===== src/rtl/seg_pkg.sv =====
// Shared types and constants for the multiplexed 7-segment scan controller.
package seg_pkg;

    // Active-low {g,f,e,d,c,b,a} patterns for hex digits 0..F.
    localparam logic [6:0] HEX_SEG [16] = '{
        7'b1000000, 7'b1111001, 7'b0100100, 7'b0110000,
        7'b0011001, 7'b0010010, 7'b0000010, 7'b1111000,
        7'b0000000, 7'b0010000, 7'b0001000, 7'b0000011,
        7'b1000110, 7'b0100001, 7'b0000110, 7'b0001110
    };

    // All segments and the decimal point off.
    localparam logic [7:0] SEG_OFF = 8'hFF;

    typedef enum logic [1:0] {
        IDLE  = 2'd0,
        BLANK = 2'd1,
        DRIVE = 2'd2
    } state_t;

    // Full active-low segment byte {dp,g..a} for one nibble.
    function automatic logic [7:0] seg_encode(input logic [3:0] nib, input logic dp);
        return {~dp, HEX_SEG[nib]};
    endfunction

endpackage


===== src/rtl/seg_scan_ctrl_prescaler.sv =====
// Slot timing for the scan: slot counter, digit index and the IDLE/BLANK/DRIVE sequencer.
module seg_prescaler
    import seg_pkg::*;
#(
    parameter int NUM_DIGITS = 8,
    parameter int CLK_DIV    = 50000,
    parameter int BLANK_CYC  = 500,
    localparam int IDX_W     = (NUM_DIGITS > 1) ? $clog2(NUM_DIGITS) : 1
) (
    input  logic             i_clk,
    input  logic             i_rst,
    input  logic             i_enable,
    output logic             o_slot_end,
    output logic             o_in_blank,
    output logic [IDX_W-1:0] o_idx
);

    localparam int CNT_W = $clog2(CLK_DIV);

    state_t           r_state;
    logic [CNT_W-1:0] r_cnt;
    logic [IDX_W-1:0] r_idx;

    logic             w_slot_end;
    logic [CNT_W-1:0] w_cnt_nxt;
    logic [IDX_W-1:0] w_idx_nxt;
    state_t           w_state_nxt;

    // Next counter/index values; the state follows from where the next count falls in the slot.
    always_comb begin
        w_slot_end = (r_state != IDLE) && (r_cnt == CNT_W'(CLK_DIV - 1));
        w_idx_nxt  = r_idx;
        if (r_state == IDLE || w_slot_end) begin
            w_cnt_nxt = '0;
        end else begin
            w_cnt_nxt = r_cnt + 1'b1;
        end
        if (w_slot_end) begin
            w_idx_nxt = (r_idx == IDX_W'(NUM_DIGITS - 1)) ? '0 : r_idx + 1'b1;
        end
        // With BLANK_CYC=0 this never selects BLANK, so slots start directly in DRIVE.
        w_state_nxt = (int'(w_cnt_nxt) < BLANK_CYC) ? BLANK : DRIVE;
    end

    // Scan sequencer; dropping enable parks everything at digit 0, slot start.
    always_ff @(posedge i_clk or posedge i_rst) begin
        if (i_rst) begin
            r_state <= IDLE;
            r_cnt   <= '0;
            r_idx   <= '0;
        end else if (!i_enable) begin
            r_state <= IDLE;
            r_cnt   <= '0;
            r_idx   <= '0;
        end else begin
            r_state <= w_state_nxt;
            r_cnt   <= w_cnt_nxt;
            r_idx   <= w_idx_nxt;
        end
    end

    assign o_slot_end = w_slot_end;
    assign o_in_blank = (r_state != DRIVE);
    assign o_idx      = r_idx;

endmodule


===== src/rtl/seg_scan_ctrl.sv =====
// Time-multiplexed common-anode 7-segment driver: shadow registers, digit mux and encoding.
module seg_scan_ctrl
    import seg_pkg::*;
#(
    parameter int NUM_DIGITS = 8,
    parameter int CLK_DIV    = 50000,
    parameter int BLANK_CYC  = 500
) (
    input  logic                    i_clk,
    input  logic                    i_rst,
    input  logic                    i_enable,
    input  logic                    i_load,
    input  logic [4*NUM_DIGITS-1:0] i_data_in,
    input  logic [NUM_DIGITS-1:0]   i_dp_mask,
    input  logic [NUM_DIGITS-1:0]   i_blank_mask,
    output logic [NUM_DIGITS-1:0]   o_an,
    output logic [7:0]              o_seg
);

    localparam int IDX_W = (NUM_DIGITS > 1) ? $clog2(NUM_DIGITS) : 1;

    logic [4*NUM_DIGITS-1:0] r_data;
    logic [NUM_DIGITS-1:0]   r_dp;
    logic [NUM_DIGITS-1:0]   r_blank;
    logic [NUM_DIGITS-1:0]   r_an;
    logic [7:0]              r_seg;

    logic                    w_slot_end;
    logic                    w_in_blank;
    logic [IDX_W-1:0]        w_idx;

    seg_prescaler #(
        .NUM_DIGITS (NUM_DIGITS),
        .CLK_DIV    (CLK_DIV),
        .BLANK_CYC  (BLANK_CYC)
    ) u_prescaler (
        .i_clk      (i_clk),
        .i_rst      (i_rst),
        .i_enable   (i_enable),
        .o_slot_end (w_slot_end),
        .o_in_blank (w_in_blank),
        .o_idx      (w_idx)
    );

    // Shadow copy of the display word; a load is accepted whatever the scan is doing.
    always_ff @(posedge i_clk or posedge i_rst) begin
        if (i_rst) begin
            r_data  <= '0;
            r_dp    <= '0;
            r_blank <= '0;
        end else if (i_load) begin
            r_data  <= i_data_in;
            r_dp    <= i_dp_mask;
            r_blank <= i_blank_mask;
        end
    end

    // Registered pin drive from the current slot; masked digits stay dark but keep their slot time.
    always_ff @(posedge i_clk or posedge i_rst) begin
        if (i_rst) begin
            r_an  <= '1;
            r_seg <= SEG_OFF;
        end else if (w_in_blank || r_blank[w_idx]) begin
            r_an  <= '1;
            r_seg <= SEG_OFF;
        end else begin
            r_an  <= ~(NUM_DIGITS'(1) << w_idx);
            r_seg <= seg_encode(r_data[w_idx*4 +: 4], r_dp[w_idx]);
        end
    end

    assign o_an  = r_an;
    assign o_seg = r_seg;

endmodule

===== config.mk =====
export PLATFORM = sky130hd
export DESIGN_NAME = seg_scan_ctrl
export DESIGN_NICKNAME = d
export VERILOG_FILES = /design/src/rtl/seg_pkg.sv /design/src/rtl/seg_scan_ctrl_prescaler.sv /design/src/rtl/seg_scan_ctrl.sv
export SDC_FILE = /design/constraint.sdc
export NUM_CORES = 1
export LEC_CHECK = 0
export BUFFER_PORTS_ARGS = -buffer_cell sky130_fd_sc_hd__buf_2
export CAP_MARGIN = 25
export CORE_ASPECT_RATIO = 2
export CORE_MARGIN = 2
export CORE_UTILIZATION = 30
export DETAILED_ROUTE_END_ITERATION = 8
export PLACE_DENSITY = 0.57
export SLEW_MARGIN = 20
export SYNTH_ARGS = -nofsm -noshare
export SYNTH_HDL_FRONTEND = slang
export SYNTH_SLANG_ARGS = --single-unit

===== constraint.sdc =====
create_clock -name i_clk -period 5.7 [get_ports i_clk]
set_input_delay 0.855 -clock i_clk [delete_from_list [all_inputs] [get_ports i_clk]]
set_output_delay 0.855 -clock i_clk [all_outputs]
set_load 0.005 [all_outputs]

### Word-level counts from Yosys, hierarchy flattened

Memory sizes are Yosys's and may differ from the RTL's.
Index checks and enable logic that the tools add are counted.

* bits in registers: 85
* memory bits (read-only): 112
* input bits: 52
* output and inout port bits: 16
* logic and storage cells: 43
* memories: 1

* add/sub/neg operators: 2
* $lt $le $gt $ge: 3
* equal/unequal tests: 4
* shifts and indexed selects: 2
* muxes and demuxes: 15
* bitwise operators: 3
* reductions and logical operators: 5

Memory list
* (name not given): depth 16, bits a word 7, rd ports 1, clocked after Yosys merged registers in 0, wr ports 0, RTL line seg_pkg.sv:23 `return {~dp, HEX_SEG[nib]};`

Operators by type and width (number)
* 16-bit two-way mux: 2
* 32-bit by 6-bit variable part select with 4-bit output: 1
* 16-bit by 1-bit adder with 16-bit output, second input constant: 1
* 16-bit equality test, second input constant: 1
* 16-bit by 9-bit less-than comparator with 1-bit output, second input constant: 1
* 8-bit two-way mux: 2
* 7-bit two-way mux: 2
* 3-bit two-way mux: 3
* 8-bit inverter: 1
* 1-bit by 3-bit left shift with 8-bit output, first input constant: 1
* 1-bit binary-select mux with 3-bit select: 2
* 5-bit greater-or-equal comparator, second input constant: 1
* 4-bit inverter with 5-bit output: 1
* 3-bit by 4-bit less-than comparator with 1-bit output, second input constant: 1
* 2-bit two-way mux: 2
* 3-bit by 1-bit adder with 3-bit output, second input constant: 1
* 3-bit equality test, second input constant: 1
* 2-bit zero test: 1
* 1-bit logical OR: 2
* 1-bit two-way mux: 2
* 2-bit by 1-bit inequality test with 1-bit output, second input constant: 1
* 2-bit inequality test, second input constant: 1
* 2-bit nonzero test: 1
* 1-bit logical AND: 1
* 1-bit inverter: 1

### Logic depth before layout (Yosys ltp)

Gate-level depths: netlist (run 1).

* depth after elaboration: 7
* gate-level depth with buffers: 9
* depth with buffers taken out: 7

### By module

From an unflattened synthesis (run 1), not the netlist that was laid out.

* cells, all modules: 338
* area, all modules: 4221.5 µm²

By module, submodules not included
* seg_scan_ctrl: instances 1, cells each 202, area each 2957.8 µm², seq. area each 1621.6 µm²
* seg_prescaler: instances 1, cells each 136, area each 1263.7 µm², seq. area each 525.5 µm²

### Least setup slack after synthesis (run 1)

No wires, ideal clock.

* path kind: register to register
* start point: register u_prescaler.r_idx[0] (netlist: u_prescaler.o_idx[0])
* end point: register r_seg[3] (netlist: o_seg[3])
* library setup time: 0.084 ns
* arrival: 2.255 ns
* data required time: 5.616 ns
* setup slack: 3.362 ns
* stages on the path, launching flop included: 10
* path buffers: 2
* period minus slack after synthesis: 2.338 ns
* cell sequence: dfrtp_1 -> buf_6 -> buf_6 -> mux4_2 -> mux2i_1 -> inv_1 -> ha_1 -> nor2b_1 -> a211oi_1 -> o21ai_1

* word-level cells in the longest chain between the ends: 6
* elaborated cells on any way between the ends: 9
* those cells by class: 1 x shift; 5 x mux; 1 x bitwise; 1 x reduce/logical; 1 x memory

RTL lines
* start: declaration: RTL line seg_scan_ctrl_prescaler.sv:22 `logic [IDX_W-1:0] r_idx;`
* start signal: assignment: RTL line seg_scan_ctrl_prescaler.sv:58 `r_idx <= w_idx_nxt;`
* 32-bit by 6-bit variable part select with 4-bit output: RTL line seg_scan_ctrl.sv:68 `r_seg <= seg_encode(r_data[w_idx*4 +: 4], r_dp[w_idx]);`
* 4-bit inverter with 5-bit output (implied by the code): RTL line seg_pkg.sv:23
* memory 16 x 7 bit
* 7-bit two-way mux (implied by the code) (2 in series): RTL line seg_pkg.sv:23
* 8-bit two-way mux (*): RTL line seg_scan_ctrl.sv:63 `end else if (w_in_blank || r_blank[w_idx]) begin`
* end signal: assignment: RTL line seg_scan_ctrl.sv:68
* end: declaration: RTL line seg_scan_ctrl.sv:26 `logic [7:0] r_seg;`

Mark *: on every way between the ends. The rest lies on a longest branch, timed or not. The select of a mux whose other input is x is not followed.
A chain may end at the register's enable or synchronous reset.

### Worst setup path after layout (run 1)

Ends and elaborated chain as after synthesis.

==> flow_summary.ini, run 1 <==
[placed_design]
hpwlAfterDp_um = 6550
place_congestion = 0.818
dp_cells = 572
place_area_sq_um = 4740
dpl_worst_slack_ps = 2670
port_buffers = 67

[synthesis]
syn_area_per_cell_sq_um = 12.8
yosys.cell_types.count = 60
ys_seq_area_frac = 0.502
yosys.area.top_type = dfrtp_1
synth_area_leaders = dfrtp_1, mux2_2, dfstp_2, mux4_2, ha_1
synth_top_area_frac = 0.404
async_reset_ff_frac = 1.00
yosysWarnings = 0
ys_ff_latch = 85
syn-cell-area_sq_um = 4270
synth_edf_count = 0
ys.flop_type = dfrtp_1
synthesis.nets = 399
synth_cells = 334

[cts]
cts_setup_buffers = 0
path_clk_slew_ps = 70
cts_buffers = 9
ctsResizeCount = 0
tritoncts = done
clk_latency_ps = 340
htree_levels = 3
cts_buffer_depth = 2
cts_sinks = 85
root_buffer = clkbuf_16
holdBufCountCts = 0

[pwr]
clockPowerShare = 0.468
power.internal_mw = 1.15
comb_power_share = 0.089
powerDensity_nw_per_um2 = 290
total_power_mw = 1.49
switching_share = 0.228
irDropWorstVdd_v = 0.000141
power.leakage_nw = 2.15
p_sw_mw = 0.339
pwr-share-seq = 0.443

[route]
dr.pass1.iters = 4
drtIter0Drc = 179
num_vias = 2738
drc = 0
ant_nets = 0
wirelength_um = 8880
wl_per_cell_um = 15.1
vias_per_cell = 4.65

[status]
status = completed

[grt]
antenna_found_initial = 0
grt_pass1_wl_um = 14700
grt_max_degree = 86
grt_remaining_overflow = 0
grt_pass1_vias = 3006
grtUsageTotal = 0.125

[timing]
fmaxAchievable_mhz = 338
hold_slack_ps = 503
finalSetupViolations = 0
period_needed_ps = 2960
fin_ws_ps = 2740
slew_headroom = 0.415
tightestPinTransition_ps = 878
hold_violations = 0
min_period_over_period = 0.519
fin_skew_ps = 12.4
slew_violations = 0
rsz0062_at_grt = false
setup_tns_ps = 0

[finish]
postLayoutCellArea_sq_um = 5120
final_cells = 589
final_util = 0.369
seq_area_sq_um = 2150
fill_cells = 1391
diodes = 0
syn2layout_area_growth_pct = 19.9
drive_gt1_frac = 0.445
finalNetCount = 460
multi_input_area_sq_um = 1980

[setup_path]
path_class = register to register
crit_arrival_ps = 3210
crit_path_end_kind = register
r2r_start = u_prescaler.o_idx[0]
cpPeakStageDelay_ps = 920
crit_path_top_delay_cell = dfrtp_1
critPathLaunch = u_prescaler.o_idx[0]
crit_chain = mux4_2 -> mux2i_1 -> inv_1 -> ha_1 -> nor2b_1 -> a211oi_1 -> o21ai_1
crit_required_ps = 5960
cp-start-kind = register
cp_max_fo = 17

[die]
die_area_sq_um = 15300
ios = 68
die_height_um = 173
initial_core_util = 0.308
core_area_sq_um = 13900
rows = 61
die_w_um = 88.4

[worst_hold_path]
min_from = r_dp[0]
hp-class = register to register

[flow_run]
drv_cap = 0
-- registers in the layout (all words and copies together), names as in the netlist --
register             count
o_an                     8
o_seg                    8
r_blank                  8
r_data                  32
r_dp                     8
u_prescaler.o_idx        3
u_prescaler.r_cnt       16
u_prescaler.r_state      2
-- cell usage after synthesis, drive strengths merged (5+ instances only) --
| cell | instances |
|---|---|
| and2 | 5 |
| buf | 13 |
| clkbuf | 6 |
| dfrtp | 69 |
| dfstp | 16 |
| ha | 13 |
| inv | 10 |
| mux2 | 49 |
| mux2i | 7 |
| mux4 | 12 |
| nand2 | 29 |
| nand2b | 5 |
| nand3 | 10 |
| nor2 | 21 |
| o21ai | 6 |
| xnor2 | 7 |
| xor2 | 6 |
-- cell usage in the layout, fill, tap and decap left out, types with 9 or more instances in the layout --
cell type,instances
nor2_1,21
mux2_2,48
dfrtp_1,69
nand2_1,29
mux4_2,11
clkbuf_16,9
ha_1,13
nand3_1,10
buf_2,67
dfstp_2,16
-- power by group through the flow --
stage | registers, mW | clock network [mW] | logic (mW)
detailed placement | 0.670 | 0 | 0.131
floorplan | 0.661 | 0 | 0.0952
global placement | 0.668 | 0 | 0.125
finish | 0.658 | 0.696 | 0.132
CTS | 0.659 | 0.710 | 0.132
global route | 0.663 | 0.736 | 0.145
-- logic make-up after synthesis --
group,share of synthesized area
and+or+nand+nor,0.132
AOI/OAI and AO/OA,0.0495
muxes,0.216
xor gates and xnor gates,0.0266
DFF,0.502
adders and majority gates,0.0381
buffers and inverters,0.0348
-- layer usage --
layer | part of all wire | GRT usage | vias to the layer above
li1 | - | - | 1307
met1 | 0.40 | 0.143 | 1367
met2 | 0.55 | 0.218 | 56
met3 | 0.034 | 0.0263 | 8
met4 | 0.017 | 0.0530 | 0
met5 | 0 | 0 | -
-- worst max-delay path: cells and delay by family (launching register included) --
family / cells / cell delay (ps)
AO/OA/AOI/OAI: 2 / 340
multiplexers: 2 / 990
flip-flops: 1 / 920
adder cells (fa/ha/maj): 1 / 280
buffers and inverters: 1 / 190
AND/OR/NAND/NOR: 1 / 150
-- layout make-up --
class | count | area share
sequential | 85 | 0.419
clock buffer | 9 | 0.0440
inverter | 10 | 0.00757
clock inverter | 7 | 0.0254
timing repair buffer | 69 | 0.0716
multi-input combinational | 220 | 0.386
tap | 189 | 0.0462
-- worst paths after layout --
check                                   endpoint  slack (ps)  cells past startpoint
hold reg to reg                          r_dp[0]         500                      1
setup / recovery                        o_seg[3]        2740                      7
max in group asynchronous             r_data[23]        4450                      3
min in group asynchronous  u_prescaler.r_cnt[12]         680                      3
setup reg to reg                        o_seg[3]        2740                      7
hold / removal                           r_dp[0]         500                      1
Power figures use the tool's default switching activity.
==> run 2, diff against run 1 <==
- PLACE_DENSITY: 0.57 -> 0.58
- clock period: 5.7 -> 2.5 ns (I/O delays scaled with it)
==> run 2 against run 1 <==
Hold slack lost 360 ps. Register-to-register slack got worse by 2600 ps. Cell count grew 1.5%. Count of clock-buffer cells in the layout unchanged. Core utilization up 0.21 points. Critical path type unchanged. First-iteration DRC count fell by 18%. Die area unchanged. Sequential power is 130% higher. Fmax grew 28%.
==> flow_summary.ini, run 2 (same netlist as run 1, synthesis figures left out) <==
[die]
initial_core_util = 0.308
die_w_um = 88.4
die_height_um = 173
ios = 68
rows = 61
die_area_sq_um = 15300
core_area_sq_um = 13900

[setup_path]
reg2reg_depth = 7
crit_chain = buf_4 -> mux4_2 -> mux2_4 -> inv_1 -> ha_1 -> o211a_1 -> o21ai_1
crit_required_ps = 2760
crit_path_top_delay_cell = mux4_2
crit_arrival_ps = 2570
r2r_setup_slack_ps = 190
cp_max_fo = 11
worst_r2r_endpoint = o_seg[3]
r2r_start = u_prescaler.o_idx[0]
crit_buf_inv = 2
cp-start-kind = register
crit_path_end_kind = register
cp.depth = 7
path_class = register to register
cpPeakStageDelay_ps = 520
crit_family = multiplexers

[cts]
path_clk_slew_ps = 70
cts_setup_buffers = 0
ctsResizeCount = 0
htree_levels = 3
holdBufCountCts = 0
tritoncts = done
cts_buffers = 9
clk_latency_ps = 330
cts_buffer_depth = 2
root_buffer = clkbuf_16
cts_sinks = 85

[timing]
tightestPinTransition_ps = 688
fmaxAchievable_mhz = 433
period_needed_ps = 2310
slew_violations = 0
hold_violations = 0
finalSetupViolations = 0
setup_tns_ps = 0
min_period_over_period = 0.924
slew_headroom = 0.540
fin_ws_ps = 190
rsz0062_at_grt = false
fin_skew_ps = 7.52

[route]
wirelength_um = 8960
wl_per_cell_um = 15.0
drtIter0Drc = 146
drc = 0
num_vias = 2779
vias_per_cell = 4.65
ant_nets = 0
dr.pass1.iters = 4

[placed_design]
dp_cells = 581
hpwlAfterDp_um = 6750
place_congestion = 0.827
dpl_worst_slack_ps = 183
place_area_sq_um = 4820
port_buffers = 67

[finish]
seq_area_sq_um = 2150
largest_reg_flops = 32
largestRegisters = r_data (32), u_prescaler.r_cnt (16)
finalNetCount = 468
regMostFlops = r_data
layout_commonest_cell = dfrtp_1
most-common-layout-cells = dfrtp_1, buf_2, mux2_2
final_cells = 598
postLayoutCellArea_sq_um = 5150
drive_gt1_frac = 0.456
fill_cells = 1393
syn2layout_area_growth_pct = 20.5
multi_input_area_sq_um = 1980

[grt]
grt_pass1_vias = 2984
grtUsageTotal = 0.128
grt_pass1_wl_um = 15200
grt_remaining_overflow = 0
grt_max_degree = 55
antenna_found_initial = 1

[flow_run]
drv_cap = 0

[pwr]
total_power_mw = 3.25
power.leakage_nw = 2.17
powerDensity_nw_per_um2 = 631
irDropWorstVdd_v = 0.000451

[status]
status = completed

[worst_hold_path]
hp-class = primary input to async pin
==> run 2: changes by cell type in the layout (fill, tap and decap cells not counted), sizes merged <==
cell / change
clkinvlp: +3
inv: -1
clkinv: -1
buf: +8
diode: +1
bufinv: -1
==> run 2: layout make-up <==
class	instances	area share
Inverter	10	0.00802
Timing Repair Buffer	77	0.0821
Clock inverter	7	0.0190
Multi-Input combinational cell	220	0.384
Tap cell	189	0.0459
Clock buffer	9	0.0437
Sequential cell	85	0.417
Antenna cell	1	0.000486
==> run 2: where the power goes <==
part / total, mW / switching (mW) / leakage (nW) / internal (mW)
sequential: 1.50 / 0.0429 / 1.02 / 1.46
clock: 1.45 / 0.565 / 0.152 / 0.881
combinational: 0.306 / 0.139 / 0.997 / 0.166
==> run 2: how the worst max path moves through the flow <==
stage / start / to / slack (ps)
2_1_floorplan: u_prescaler.o_idx[0] / o_seg[3] / 160
3_3_place_gp: u_prescaler.o_idx[0] / o_seg[3] / 210
3_5_place_dp: u_prescaler.o_idx[0] / o_seg[3] / 180
4_1_cts: u_prescaler.o_idx[0] / o_seg[3] / 150
5_1_grt: u_prescaler.o_idx[0] / o_seg[3] / 50
6_report: u_prescaler.o_idx[0] / o_seg[3] / 190
==> run 2: metrics by stage <==
step / hold slack [ps] / utilization
6_report: 146 / 0.371
5_1_grt: 198 / 0.371
4_1_cts: 166 / 0.371
3_5_place_dp: 495 / 0.347
3_3_place_gp: 485 / 0.347
2_1_floorplan: 472 / -
==> run 2: per-layer routing <==
layer / part of all wire / vias to the layer above / track usage
met5: 0 / - / 0
met4: 0.032 / 0 / 0.0650
met3: 0.033 / 14 / 0.0220
met2: 0.53 / 64 / 0.212
met1: 0.41 / 1375 / 0.157
li1: - / 1326 / -
